===== config.mk =====
export PLATFORM = sky130hd
export DESIGN_NAME = csa_cpa_resolver
export DESIGN_NICKNAME = d
export VERILOG_FILES = /design/src/rtl/csa_cpa_resolver_pkg.sv /design/src/rtl/csa_cpa_resolver_chunk.sv /design/src/rtl/csa_cpa_resolver.sv
export SDC_FILE = /design/constraint.sdc
export NUM_CORES = 1
export LEC_CHECK = 0
export ABC_AREA = 1
export CELL_PAD_IN_SITES_DETAIL_PLACEMENT = 0
export CELL_PAD_IN_SITES_GLOBAL_PLACEMENT = 2
export CORE_UTILIZATION = 30
export CTS_BUF_LIST = sky130_fd_sc_hd__clkbuf_4 sky130_fd_sc_hd__clkbuf_8
export CTS_CLUSTER_DIAMETER = 30
export DETAILED_ROUTE_END_ITERATION = 8
export PLACE_DENSITY_LB_ADDON = 0.1
export RECOVER_POWER = 25
export SYNTH_ARGS = -nofsm -noshare
export SYNTH_HDL_FRONTEND = slang
export SYNTH_SLANG_ARGS = --single-unit

===== constraint.sdc =====
create_clock -name clk -period 3.07 [get_ports clk]
set_input_delay 0.307 -clock clk [delete_from_list [all_inputs] [get_ports clk]]
set_output_delay 0.307 -clock clk [all_outputs]
set_load 0.02 [all_outputs]

===== src/rtl/csa_cpa_resolver_pkg.sv =====
// Shared definitions for the chunked carry-propagate resolver.
// Holds the FSM state encoding and the chunk-count / padded-width derivations.
package csa_cpa_resolver_pkg;

  typedef enum logic [1:0] {
    ST_IDLE = 2'd0,
    ST_BUSY = 2'd1,
    ST_HOLD = 2'd2
  } state_e;

  function automatic int unsigned num_chunks(input int unsigned width, input int unsigned chunk);
    return (width + chunk - 1) / chunk;
  endfunction

  function automatic int unsigned padded_width(input int unsigned width, input int unsigned chunk);
    return num_chunks(width, chunk) * chunk;
  endfunction

  function automatic int unsigned idx_width(input int unsigned n);
    return (n > 1) ? $clog2(n) : 1;
  endfunction

endpackage


===== src/rtl/csa_cpa_resolver_chunk.sv =====
// Combinational CHUNK-bit adder with carry-in/carry-out; one slice of the
// multi-cycle carry-propagate resolve.
module csa_cpa_chunk #(
  parameter int unsigned CHUNK = 6
) (
  input  logic [CHUNK-1:0] a,
  input  logic [CHUNK-1:0] b,
  input  logic             ci,
  output logic [CHUNK-1:0] s,
  output logic             co
);

  logic [CHUNK:0] total;

  always_comb begin
    total = {1'b0, a} + {1'b0, b} + (CHUNK + 1)'(ci);
    s     = total[CHUNK-1:0];
    co    = total[CHUNK];
  end

endmodule


===== src/rtl/csa_cpa_resolver.sv =====
// Resolves a carry-save pair into binary, CHUNK bits per cycle with a
// registered inter-chunk carry; valid/ready on both sides.
module csa_cpa_resolver
  import csa_cpa_resolver_pkg::*;
#(
  parameter int unsigned WIDTH = 18,
  parameter int unsigned CHUNK = 6
) (
  input  logic             clk,
  input  logic             rst,
  input  logic             in_valid,
  output logic             in_ready,
  input  logic [WIDTH-1:0] in_sum,
  input  logic [WIDTH-1:0] in_carry,
  output logic             out_valid,
  input  logic             out_ready,
  output logic [WIDTH:0]   out_data,
  output logic             busy
);

  localparam int unsigned NC = num_chunks(WIDTH, CHUNK);
  localparam int unsigned PW = padded_width(WIDTH, CHUNK);
  localparam int unsigned IW = idx_width(NC);

  state_e          state_q, state_d;
  logic [PW-1:0]   op_sum_q, op_sum_d;
  logic [PW-1:0]   op_carry_q, op_carry_d;
  logic [PW-1:0]   res_q, res_d;
  logic            carry_q, carry_d;
  logic [IW-1:0]   idx_q, idx_d;
  logic            in_ready_q, in_ready_d;
  logic            out_valid_q, out_valid_d;
  logic [WIDTH:0]  out_data_q, out_data_d;
  logic            busy_q, busy_d;

  logic [31:0]     base;
  logic [CHUNK-1:0] chunk_a, chunk_b, chunk_s;
  logic            chunk_co;
  logic [PW-1:0]   res_w;
  logic [PW:0]     full;

  always_comb begin
    base    = 32'(idx_q) * CHUNK;
    chunk_a = op_sum_q[base +: CHUNK];
    chunk_b = op_carry_q[base +: CHUNK];
  end

  csa_cpa_chunk #(.CHUNK(CHUNK)) u_chunk (
    .a  (chunk_a),
    .b  (chunk_b),
    .ci (carry_q),
    .s  (chunk_s),
    .co (chunk_co)
  );

  always_comb begin
    state_d     = state_q;
    op_sum_d    = op_sum_q;
    op_carry_d  = op_carry_q;
    res_d       = res_q;
    carry_d     = carry_q;
    idx_d       = idx_q;
    in_ready_d  = in_ready_q;
    out_valid_d = out_valid_q;
    out_data_d  = out_data_q;
    busy_d      = busy_q;

    res_w = res_q;
    res_w[base +: CHUNK] = chunk_s;
    // Bit WIDTH is the top carry-out when unpadded, else a padded result bit.
    full = {chunk_co, res_w};

    case (state_q)
      ST_IDLE: begin
        if (in_valid && in_ready_q) begin
          op_sum_d   = PW'(in_sum);
          op_carry_d = PW'(in_carry);
          res_d      = '0;
          carry_d    = 1'b0;
          idx_d      = '0;
          in_ready_d = 1'b0;
          busy_d     = 1'b1;
          state_d    = ST_BUSY;
        end
      end
      ST_BUSY: begin
        res_d   = res_w;
        carry_d = chunk_co;
        idx_d   = idx_q + IW'(1);
        if (idx_q == IW'(NC - 1)) begin
          idx_d       = '0;
          busy_d      = 1'b0;
          out_valid_d = 1'b1;
          out_data_d  = full[WIDTH:0];
          state_d     = ST_HOLD;
        end
      end
      ST_HOLD: begin
        if (out_ready) begin
          out_valid_d = 1'b0;
          in_ready_d  = 1'b1;
          state_d     = ST_IDLE;
        end
      end
      default: begin
        out_valid_d = 1'b0;
        busy_d      = 1'b0;
        in_ready_d  = 1'b1;
        idx_d       = '0;
        state_d     = ST_IDLE;
      end
    endcase
  end

  always_ff @(posedge clk or posedge rst) begin
    if (rst) begin
      state_q     <= ST_IDLE;
      op_sum_q    <= '0;
      op_carry_q  <= '0;
      res_q       <= '0;
      carry_q     <= 1'b0;
      idx_q       <= '0;
      in_ready_q  <= 1'b1;
      out_valid_q <= 1'b0;
      out_data_q  <= '0;
      busy_q      <= 1'b0;
    end else begin
      state_q     <= state_d;
      op_sum_q    <= op_sum_d;
      op_carry_q  <= op_carry_d;
      res_q       <= res_d;
      carry_q     <= carry_d;
      idx_q       <= idx_d;
      in_ready_q  <= in_ready_d;
      out_valid_q <= out_valid_d;
      out_data_q  <= out_data_d;
      busy_q      <= busy_d;
    end
  end

  assign in_ready  = in_ready_q;
  assign out_valid = out_valid_q;
  assign out_data  = out_data_q;
  assign busy      = busy_q;

endmodule

==> results of run 1 <==
## cell families after synthesis
kind of cell,share of synthesized area (%)
AND/OR/NAND/NOR,23.4
buffers and inverters,7.58
multiplexers,4.85
AO/OA/AOI/OAI,11.3
XOR/XNOR,0.390
adder cells (fa/ha/maj),3.95
flip-flops,48.6
## Yosys cell counts, types with 2 or more instances
master      n
o21ai_1     3
fa_1        2
nor2_4      2
nor2_1     38
buf_4       3
ha_1       10
clkinv_1    2
clkbuf_1    6
dfrtp_1    80
buf_6       4
a21oi_1    16
a21oi_2    11
o21ai_0    35
mux2_2     18
nor3_2      2
o22ai_1     8
nand4_1     5
buf_2       2
nor3_1      3
inv_1      47
nand2_1   165
inv_2       2
nand3_1    21
## per-stage QoR
step	hold WS [ns]	util, %	worst slack [ns]	total power [W]	std cells
after global routing	0.508	38.9	0.00227	0.00699	745
after floorplan	0.449	-	0.216	0.00449	500
final	0.485	38.9	0.245	0.00635	745
after global placement	0.463	37.1	0.271	0.00557	728
after detailed placement	0.465	37.1	0.136	0.00559	728
after CTS	0.367	38.5	0.0958	0.00637	743
## final cells by class
class                      count  area share [%]
tap                          176            4.23
inverter                      52            3.89
clock inverter                 2           0.240
multi-input combinational    350            35.5
clock buffer                  13            3.32
sequential                    81            39.0
timing repair buffer          71            13.8
## cell usage in the layout (no fill, tap or decap), drive strengths merged, types with 2 or more instances in the layout
master / instances
a21oi: 27
buf: 10
clkbuf: 13
clkdlybuf4s50: 60
clkinv: 3
clkinvlp: 3
dfrtp: 80
fa: 2
ha: 10
inv: 48
mux2: 18
nand2: 166
nand3: 21
nand4: 5
nor2: 41
nor3: 5
o21ai: 38
o22ai: 8
## power groups by stage
stage / Combinational, W / Sequential (W) / Clock, W
6_report: 0.00378 / 0.00182 / 0.000748
5_1_grt: 0.00429 / 0.00188 / 0.000830
4_1_cts: 0.00377 / 0.00182 / 0.000788
3_5_place_dp: 0.00376 / 0.00183 / 0
3_3_place_gp: 0.00374 / 0.00183 / 0
2_1_floorplan: 0.00259 / 0.00189 / 0
## layer usage
metal	wire [µm]	GRT usage, %	up-vias
li1	-	-	1735
met1	5010	19.9	1636
met2	5470	28.3	49
met3	326	4.28	12
met4	138	5.39	0
met5	0	0	-
## state kept, by name, summed over array words and instances (netlist names)
name        cells
out_data       19
in_ready        1
idx_q           2
res_q          18
op_sum_q       18
busy            1
op_carry_q     18
carry_q         1
state_q         2
out_valid       1
## worst min-delay path by stage
| stage | slack [ns] | endpoint | cells after the start | start |
|---|---|---|---|---|
| floorplan | 0.45 | res_q[0] | 2 | res_q[0] |
| detailed placement | 0.47 | res_q[16] | 2 | res_q[16] |
| global route | 0.51 | res_q[15] | 2 | res_q[15] |
| CTS | 0.37 | busy | 2 | rst |
| finish | 0.48 | out_data[13] | 2 | out_data[13] |
| global placement | 0.46 | out_data[13] | 2 | out_data[13] |
## critical path: stages (launching register included)
cell,delay (ns)
dfrtp_2,0.49
buf_6,0.19
o21ai_0,0.21
o22ai_2,0.13
fa_2,0.41
inv_1,0.08
fa_1,0.44
nor2_1,0.15
nand2_1,0.09
a21oi_1,0.18
nand3_1,0.14
nand2_1,0.11
nand2_1,0.05
nand2_1,0.08
## what timing repair did
action                                  4_1_cts  5_1_grt
setup buffers                                 0        2
resized for setup                             0       11
endpoints found under the setup margin        0       27
==> impl_metrics.env, run 1 <==
export IMPL_power_density_mw_per_mm2=1220
export IMPL_coreArea_mm2=0.0134
export IMPL_synth_async_reset_ratio_pct=100
export IMPL_p_int_w=0.00333
export IMPL_vias=3432
export IMPL_reg2reg_slack_ns=0.25
export IMPL_rsz0062_at_grt="false"
export IMPL_drc_errors=0
export IMPL_cts_inserted_buffers=9
export IMPL_ant_nets=0
export IMPL_slew_violations=37
export IMPL_power_frac_clock_pct=11.8
export IMPL_critPathLaunch="idx_q[0]"
export IMPL_grt_pass1_vias=3486
export IMPL_p_sw_share_pct=47.5
export IMPL_violations="max-capacitance violations, max-slew violations"
export IMPL_power_frac_comb_pct=59.6
export IMPL_rows=42
export IMPL_finalSetupTns_ns=0
export IMPL_antenna_found_initial=0
export IMPL_root_buffer="clkbuf_8"
export IMPL_track_usage_pct=16.5
export IMPL_die_area_mm2=0.0144
export IMPL_rr_worst_depth=13
export IMPL_pwr_share_seq_pct=28.7
export IMPL_nets=617
export IMPL_worstSetupPathType="reg2reg"
export IMPL_area_delta_synth_final_pct=24.7
export IMPL_diodes=0
export IMPL_grt_pass1_wl_mm=17.9
export IMPL_max_freq_ghz=0.354
export IMPL_synth_top_area_share_pct=47.9
export IMPL_drtPass1Iterations=4
export IMPL_max_slew_margin_rel_pct=-21.5
export IMPL_synth_area_leaders="dfrtp_1 48%, nand2_1 15%, mux2_2 4.9%"
export IMPL_overflow=0
export IMPL_worst_slew_pin_slew_ns=1.81
export IMPL_hp_class="reg2reg"
export IMPL_critPathMaxFanout=17
export IMPL_clock_skew_ns=0.00897
export IMPL_cp_start_kind="flop"
export IMPL_syn_cell_area_mm2=0.00418
export IMPL_p_sw_w=0.00301
export IMPL_synth_seq_area_share_pct=48.6
export IMPL_rr_endpoint="res_q[13]"
export IMPL_drive_above_1_share_pct=12.8
export IMPL_yosys_area_top_type="dfrtp_1"
export IMPL_drv_cap=1
export IMPL_io_pins=62
export IMPL_gp_congestion=0.803
export IMPL_synth_fp_nets=552
export IMPL_status="finished with violations"
export IMPL_r2r_start="idx_q[0]"
export IMPL_grt_max_degree=57
export IMPL_htreeDepth=3
export IMPL_ir_drop_mv=0.343
export IMPL_setup_worst_path_end_class="flop"
export IMPL_min_period_over_period_pct=92.0
export IMPL_syn_avg_cell_area_um2=8.35
export IMPL_p_leak_nw=2.52
export IMPL_synth_ff_type="dfrtp_1"
export IMPL_via_per_inst=4.61
export IMPL_die_h_um=120
export IMPL_tritoncts="built"
export IMPL_drtIter0Drc=124
export IMPL_clk_pin_slew_ns=0.08
export IMPL_regArea_mm2=0.00203
export IMPL_synthCells=500
export IMPL_worst_ep_required_time_ns=3.37
export IMPL_cts_sinks=81
export IMPL_place_area_mm2=0.00497
export IMPL_finalHoldViolCount=0
export IMPL_cp_endpoint="res_q[13]"
export IMPL_hold_buffers=0
export IMPL_wl_mm=10.9
export IMPL_min_period_ns=2.82
export IMPL_cts_buffer_depth=2
export IMPL_n_fill_cell=1411
export IMPL_multi_input_area_mm2=0.00185
export IMPL_final_area_mm2=0.00521
export IMPL_clk_latency_ns=0.37
export IMPL_ys_ff_latch=81
export IMPL_port_buffers=61
export IMPL_synth_cell_types=38
export IMPL_dieWidth_um=120
export IMPL_wl_per_cell_um=14.7
export IMPL_arrival_ns=3.13
export IMPL_finalSetupViolations=0
export IMPL_synth_warnings=0
export IMPL_synth_edf_count=0
export IMPL_hpwlAfterDp_mm=8.07
export IMPL_start_util_pct=31.2
No activity file was read; power rests on OpenSTA's default activity.
==> run 2, diff against run 1 <==
- RECOVER_POWER: 25 -> 100
==> run 2 against run 1 <==
Largest cell class unchanged. Count of clock-buffer cells in the layout unchanged. Hold slack worse by 0.0049 ns. The run still ends with max-capacitance violations, max-slew violations left. Cell count unchanged. Clock power about the same. Critical path depth unchanged. Global-route usage unchanged. Sequential share of layout area up 0.14 points. Sequential power about the same.
==> impl_metrics.env, run 2 (same netlist as run 1, synthesis figures left out) <==
export IMPL_start_util_pct=31.2
export IMPL_pwr_share_seq_pct=28.9
export IMPL_diodes=0
export IMPL_hp_class="reg2reg"
export IMPL_power_frac_clock_pct=11.9
export IMPL_power_total_w=0.00628
export IMPL_ir_drop_mv=0.344
export IMPL_clk_latency_ns=0.37
export IMPL_nets=617
export IMPL_track_usage_pct=16.5
export IMPL_max_freq_ghz=0.353
export IMPL_cpPeakStageDelay_ns=0.49
export IMPL_power_frac_comb_pct=59.2
export IMPL_p_sw_share_pct=47.9
export IMPL_cts_sinks=81
export IMPL_clock_skew_ns=0.00981
export IMPL_finalSetupTns_ns=0
export IMPL_drc_errors=0
export IMPL_ant_nets=0
export IMPL_wl_mm=10.9
export IMPL_met3_usage_pct=4.28
export IMPL_multi_input_area_mm2=0.00185
export IMPL_coreArea_mm2=0.0134
export IMPL_wl_per_cell_um=14.7
export IMPL_dieWidth_um=120
export IMPL_cts_buffer_depth=2
export IMPL_cp_top_family="adder cells"
export IMPL_io_pins=62
export IMPL_area_delta_synth_final_pct=24.2
export IMPL_finalHoldViolCount=0
export IMPL_p_int_w=0.00327
export IMPL_die_area_mm2=0.0144
export IMPL_die_h_um=120
export IMPL_largest_reg_flops=19
export IMPL_use_met2_pct=28.3
export IMPL_critPathMaxFanout=17
export IMPL_vias=3428
export IMPL_drtIter0Drc=124
export IMPL_final_common_cell="nand2_1"
export IMPL_hpwlAfterDp_mm=8.07
export IMPL_violations="max-capacitance violations, max-slew violations"
export IMPL_rows=42
export IMPL_tritoncts="built"
export IMPL_finalSetupViolations=0
export IMPL_cp_buffers_inverters=2
export IMPL_min_period_over_period_pct=92.3
export IMPL_n_fill_cell=1414
export IMPL_drv_cap=1
export IMPL_setup_worst_path_end_class="flop"
export IMPL_worst_ep_required_time_ns=3.37
export IMPL_clk_pin_slew_ns=0.08
export IMPL_port_buffers=61
export IMPL_hold_buffers=0
export IMPL_path_cells="buf_6 > o21ai_0 > o22ai_2 > fa_2 > inv_1 > fa_1 > nor2_1 > nand2_1 > a21oi_1 > nand3_1 > nand2_1 > nand2_1 > nand2_1"
export IMPL_worst_slew_pin_slew_ns=1.81
export IMPL_layout_common_cells="165 x nand2_1, 79 x dfrtp_1, 44 x inv_1"
export IMPL_max_slew_margin_rel_pct=-21.5
export IMPL_grt_pass1_vias=3486
export IMPL_grt_use_met1_pct=19.9
export IMPL_p_sw_w=0.00301
export IMPL_worstSetupPathType="reg2reg"
export IMPL_slowest_stage="dfrtp_2"
export IMPL_root_buffer="clkbuf_8"
export IMPL_cts_inserted_buffers=9
export IMPL_drtPass1Iterations=5
export IMPL_antenna_found_initial=0
export IMPL_power_density_mw_per_mm2=1210
export IMPL_p_leak_nw=2.57
export IMPL_cp_start_kind="flop"
export IMPL_status="finished with violations"
export IMPL_crit_top_cell="nand2_1"
export IMPL_arrival_ns=3.14
export IMPL_gp_congestion=0.803
export IMPL_drive_above_1_share_pct=12.7
export IMPL_htreeDepth=3
export IMPL_via_per_inst=4.60
export IMPL_overflow=0
export IMPL_grt_max_degree=57
export IMPL_regArea_mm2=0.00203
export IMPL_slew_violations=37
export IMPL_grt_busiest_layer="met2"
export IMPL_grt_pass1_wl_mm=17.9
export IMPL_min_period_ns=2.83
run 2: changes by cell type in the layout (fill, tap and decap cells not counted):
cell	delta
buf_12	-1
buf_2	+1
buf_4	-1
clkbuf_1	+1
clkdlybuf4s50_1	-22
dlygate4sd3_1	+22
run 2: layer usage:
| metal | routed length (µm) | vias to the layer above |
|---|---|---|
| met4 | 113 | 0 |
| met5 | 0 | - |
| met2 | 5480 | 46 |
| li1 | - | 1737 |
| met3 | 295 | 11 |
| met1 | 5050 | 1634 |
run 2: per-stage QoR:
| step | hold slack, ns | setup WS [ns] | std cells | cell area (µm²) | utilization, % |
|---|---|---|---|---|---|
| floorplan | 0.449 | 0.216 | 500 | 4180 | - |
| global placement | 0.463 | 0.271 | 728 | 4970 | 37.1 |
| detailed placement | 0.465 | 0.136 | 728 | 4970 | 37.1 |
| CTS | 0.367 | 0.0958 | 743 | 5160 | 38.5 |
| global route | 0.508 | -0.00171 | 745 | 5190 | 38.7 |
| finish | 0.480 | 0.236 | 745 | 5190 | 38.7 |
run 2: tightest hold or removal path: cells and delay by family (launching register included):
| family | cells | cell delay (ns) |
|---|---|---|
| flip-flops | 1 | 0.34 |
| AND/OR/NAND/NOR | 2 | 0.11 |
run 2: layout make-up:
class | instances | area share [%]
Multi-Input combinational cell | 350 | 35.7
Timing Repair Buffer | 71 | 13.5
Clock inverter | 2 | 0.241
Inverter | 52 | 3.91
Sequential cell | 81 | 39.1
Clock buffer | 13 | 3.33
Tap cell | 176 | 4.25
run 2: timing repair:
| action | in CTS | in global routing |
|---|---|---|
| hold endpoints to repair | 0 | 0 |
| resized for setup | 0 | 11 |
| buffers inserted | 0 | 2 |
| setup endpoints to repair | 0 | 27 |
run 2: final timing paths:
check | slack [ns] | depth (start not counted) | to | startpoint
max | 0.24 | 13 | res_q[13] | idx_q[0]
min | 0.48 | 2 | out_data[11] | out_data[11]
max reg2reg | 0.24 | 13 | res_q[13] | idx_q[0]
min reg2reg | 0.48 | 2 | out_data[11] | out_data[11]
max in group asynchronous | 1.29 | 2 | idx_q[0] | rst
min in group asynchronous | 0.85 | 2 | out_valid | rst
run 2: power by group through the flow:
stage / sequential (W) / combinational [W] / clock [W]
floorplan: 0.00189 / 0.00259 / 0
global placement: 0.00183 / 0.00374 / 0
detailed placement: 0.00183 / 0.00376 / 0
CTS: 0.00182 / 0.00377 / 0.000788
global route: 0.00187 / 0.00422 / 0.000830
finish: 0.00181 / 0.00372 / 0.000749
==> edit 1: new RTL, config.mk and constraints of run 2 <==
`CHUNK` is set to 6 in 2 places; all go to 7.
--- a/src/rtl/csa_cpa_resolver_chunk.sv
+++ b/src/rtl/csa_cpa_resolver_chunk.sv
@@ -3,3 +3,3 @@
 module csa_cpa_chunk #(
-  parameter int unsigned CHUNK = 6
+  parameter int unsigned CHUNK = 7
 ) (
--- a/src/rtl/csa_cpa_resolver.sv
+++ b/src/rtl/csa_cpa_resolver.sv
@@ -6,3 +6,3 @@
   parameter int unsigned WIDTH = 18,
-  parameter int unsigned CHUNK = 6
+  parameter int unsigned CHUNK = 7
 ) (
Formal check against the unedited RTL: same outputs for any inputs over 10 cycles, from zero or initial values and one cycle with rst high; that may be too few to reach the edited logic, so the function may still have changed.
==> edit 1 against run 2 <==
- the flow still finishes with violations (max-capacitance violations, max-slew violations)
- area after synthesis is 3.7% lower
- total power decreased by 18%
- clock power is 0.7% higher
- critical path depth down 7
- cell count is 0.54% higher
- sequential power down 3%
- final area down 4.8%
- clock skew increased by 0.0019 ns
- worst setup slack improved by 0.16 ns
- wire length decreased by 11%
- sequential cell count rose by 1
- largest cell class unchanged
- largest power group unchanged
==> edit 1: results (changes against run 2) <==
Max-slew violation count: 90 (+140%)
NetSw: 0.00236 W (-22%)
Global-route usage over all layers: 15.4% (-1.1 points)
Net Sw Frac: 45.7% (-2.2 points)
Dpl hpwl: 6910 um (-14%)
Clock-net power: 0.000754 W (+0.7%)
Failing checks: max-capacitance violations, max-slew violations
Status: complete, but fails checks
VDD IR-drop max: 0.000365 V (+6.2%)
Hold Path End: op_sum_q[9]
Worst hold path class: input port to register
Layout cells sized above 1: 4.85% (-7.8 points)
Grt met2 use: 23.3% (-5.0 points)
Clock skew: 0.0117 ns (+0.00187 ns)
Largest net degree at the start of global routing: 47 (-18%)
Crit path max-delay family: buffers and inverters
Flop pwr share: 34.0% (+5.1 points)
Adder-Cell Fraction of Synth Area: 4.42% (+0.46 points)
Cells on Worst Hold Path: 3 (+1)
Leak: 2.58 nW (+0.50%)
Routed vias/inst: 4.45 (-3.2%)
GR Util met1: 21.4% (+1.6 points)
Fin nets: 626 (+1.5%)
Max Cap Viol: 2 (+1)
Slowest stage delay, CP: 0.84 ns (+0.35 ns)
Area contributors post-synth: dfrtp_1, nand2_1, o21ai_0, inv_1, ha_1
Met3 usage: 3.10% (-1.2 points)
Routability Congestion: 0.733 (-8.8%)
Critical path's slowest cell: clkbuf_1
edit 1: changes by cell type after synthesis, moves of 9 or more:
cell / delta
a21oi_2: -11
o21ai_0: +10
nand2_1: +68
a21oi_1: -9
mux2_2: -18
nor2_1: -15
edit 1: through the flow:
step | cell area (um2) | hold WS, ns | util [%] | instances | setup WS [ns]
final | 4940 | 0.473 | 38.5 | 749 | 0.399
after global routing | 4940 | 0.472 | 38.5 | 749 | 0.120
after CTS | 4970 | 0.406 | 38.7 | 749 | 0.504
after detailed placement | 4790 | 0.459 | 37.3 | 734 | 0.531
after global placement | 4790 | 0.449 | 37.3 | 734 | 0.596
after floorplan | 4020 | 0.424 | - | 513 | 0.630
edit 1: layout make-up:
| cell class | count | area [um2] |
|---|---|---|
| sequential | 82 | 2050 |
| clock buffer | 13 | 166 |
| clock inverter | 2 | 12.5 |
| tap | 172 | 215 |
| inverter | 49 | 185 |
| multi-input combinational | 363 | 1640 |
| timing repair buffer | 68 | 666 |
| fill | 1372 | 7890 |
==> edit 2: new RTL, flow settings as in run 2 <==
Made on the original files. The 3 states of `state_e` get a one-hot encoding in 3 bits.
--- a/src/rtl/csa_cpa_resolver_pkg.sv
+++ b/src/rtl/csa_cpa_resolver_pkg.sv
@@ -4,6 +4,6 @@
 
-  typedef enum logic [1:0] {
-    ST_IDLE = 2'd0,
-    ST_BUSY = 2'd1,
-    ST_HOLD = 2'd2
+  typedef enum logic [2:0] {
+    ST_IDLE = 3'b001,
+    ST_BUSY = 3'b010,
+    ST_HOLD = 3'b100
   } state_e;
Behaviour: same outputs for any inputs over 10 cycles, from zero or initial values and one cycle with rst high; not proved beyond that.
==> edit 2 against run 2 <==
- the flow still finishes with violations (max-capacitance violations, max-slew violations)
- worst hold slack lost 0.0015 ns
- total power is 10% lower
- utilization is 0.76 points lower
- worst setup slack improved by 0.065 ns
- final area up 1.5%
- sequential cell count increased by 1
- area after synthesis up 2.2%
- clock skew rose by 0.0029 ns
- wire length increased by 0.92%
- sequential power down 9.9%
- critical path type unchanged
- largest cell class unchanged
==> edit 2: results (changes against run 2) <==
Worst-case reg-to-reg path depth: 14 (+1)
R2R Path End: res_q[16]
Failing checks: max-capacitance violations, max-slew violations
Worst-path maximum fanout: 7 (-10)
Grt met2 use: 26.9% (-1.4 points)
Routed vias: 3,460 (+0.93%)
H-Tree Depth: 3 (unchanged)
FF-to-FF setup slack: 0.30 ns (+0.06 ns)
Fin nets: 625 (+1.3%)
Iteration-0 DRC Markers: 140 (+13%)
Clock skew: 0.0127 ns (+0.00287 ns)
WS Path Type: register to register
Cell variety after synth: 39 (+2.6%)
Metal2 WL: 5420 um (-1.1%)
Leak: 2.63 nW (+2.2%)
Slowest stage delay, CP: 0.45 ns (-0.04 ns)
FILL cells: 1,489 (+5.3%)
Max-slew violation count: 83 (+120%)
# placed instances: 739 (+1.5%)
Crit path max-delay family: adder cells
DRT Pass-1 Iters: 4 (-1)
Dpl hpwl: 8050 um (-0.32%)
Data arrival, critical path: 3.02 ns (-0.12 ns)
Sequential fraction of the synthesis area: 48.1% (-0.45 points)
Clk buf depth: 2 (unchanged)
Routability Congestion: 0.824 (+2.6%)
GR Util met1: 20.6% (+0.74 points)
Critical R2R Launch: idx_q[0]
Global-route wire length before repair: 18,200 um (+1.6%)
Flop pwr share: 29.0% (about the same)
Worst hold path class: register to register
VDD IR-drop max: 0.000348 V (+1.0%)
Met3 usage: 4.09% (-0.19 points)
Status: complete, but fails checks
Commonest cells post-synth: nand2_1, dfrtp_1, inv_1, nor2_1, o21ai_0
Post-Synthesis Cells: 505 (+1.0%)
Largest net degree at the start of global routing: 83 (+46%)
Layout cells sized above 1: 15.2% (+2.6 points)
Wire length on met1: 5090 um (+0.77%)
Final wirelength: 11,000 um (+0.92%)
Clock share of power: 14.2% (+2.3 points)
Global-route usage over all layers: 16.4% (-0.070 points)
Max Cap Viol: 1 (unchanged)
Avg WL per Cell: 14.6 um (-0.81%)
Met3 Wirelength: 350 um (+19%)
Worst slew margin: -39.9% (-18 points)
Async S/R FF share, synth: 100% (unchanged)
Critical path's slowest cell: fa_1
Net Sw Frac: 46.2% (-1.7 points)
Syn Nets: 557 (+0.91%)
Area contributors post-synth: dfrtp_1, nand2_1, mux2_2, o21ai_0, inv_1
Synth warn: 0 (unchanged)
CTS buffer count: 9 (unchanged)
Worst-skew pair later-pin latency: 0.37 ns (about the same)
Number of port buffers: 61 (unchanged)
## edit 2: worst min path at each step
stage | to | slack, ns | startpoint | cells after the start
2_1_floorplan | state_q[2] | 0.41 | out_ready | 1
3_3_place_gp | res_q[9] | 0.46 | res_q[9] | 2
3_5_place_dp | res_q[7] | 0.47 | res_q[7] | 2
4_1_cts | op_carry_q[8] | 0.35 | rst | 3
5_1_grt | out_data[15] | 0.51 | out_data[15] | 2
6_report | out_data[15] | 0.48 | out_data[15] | 2
## edit 2: area by class of cell
type / instances / area share, %
clock inverter: 5 / 1.02
tap: 180 / 4.28
inverter: 55 / 3.94
sequential: 82 / 39.0
timing repair buffer: 74 / 13.3
clock buffer: 11 / 2.64
multi-input combinational: 351 / 35.8
## edit 2: repair_timing
action,CTS,global route
setup buffers,0,3
setup endpoints to repair,0,12
gates resized for setup,0,6
## edit 2: through the flow
| step | setup slack (ns) | power, W | utilization [%] | area, um2 | hold WS (ns) |
|---|---|---|---|---|---|
| floorplan | 0.186 | 0.00401 | - | 4270 | 0.415 |
| global placement | 0.332 | 0.00498 | 36.7 | 5100 | 0.465 |
| detailed placement | 0.194 | 0.00498 | 36.7 | 5100 | 0.468 |
| CTS | 0.175 | 0.00582 | 38.1 | 5290 | 0.350 |
| global route | 0.0345 | 0.00617 | 37.9 | 5270 | 0.508 |
| finish | 0.300 | 0.00563 | 37.9 | 5270 | 0.479 |
## edit 2: cell families after synthesis
group | Yosys count | synth area share (%)
AO/OA/AOI/OAI | 79 | 11.5
XOR/XNOR | 1 | 0.205
flip-flops | 82 | 48.1
adder cells (fa/ha/maj) | 12 | 3.87
AND/OR/NAND/NOR | 241 | 24.2
multiplexers | 18 | 4.75
buffers and inverters | 72 | 7.38
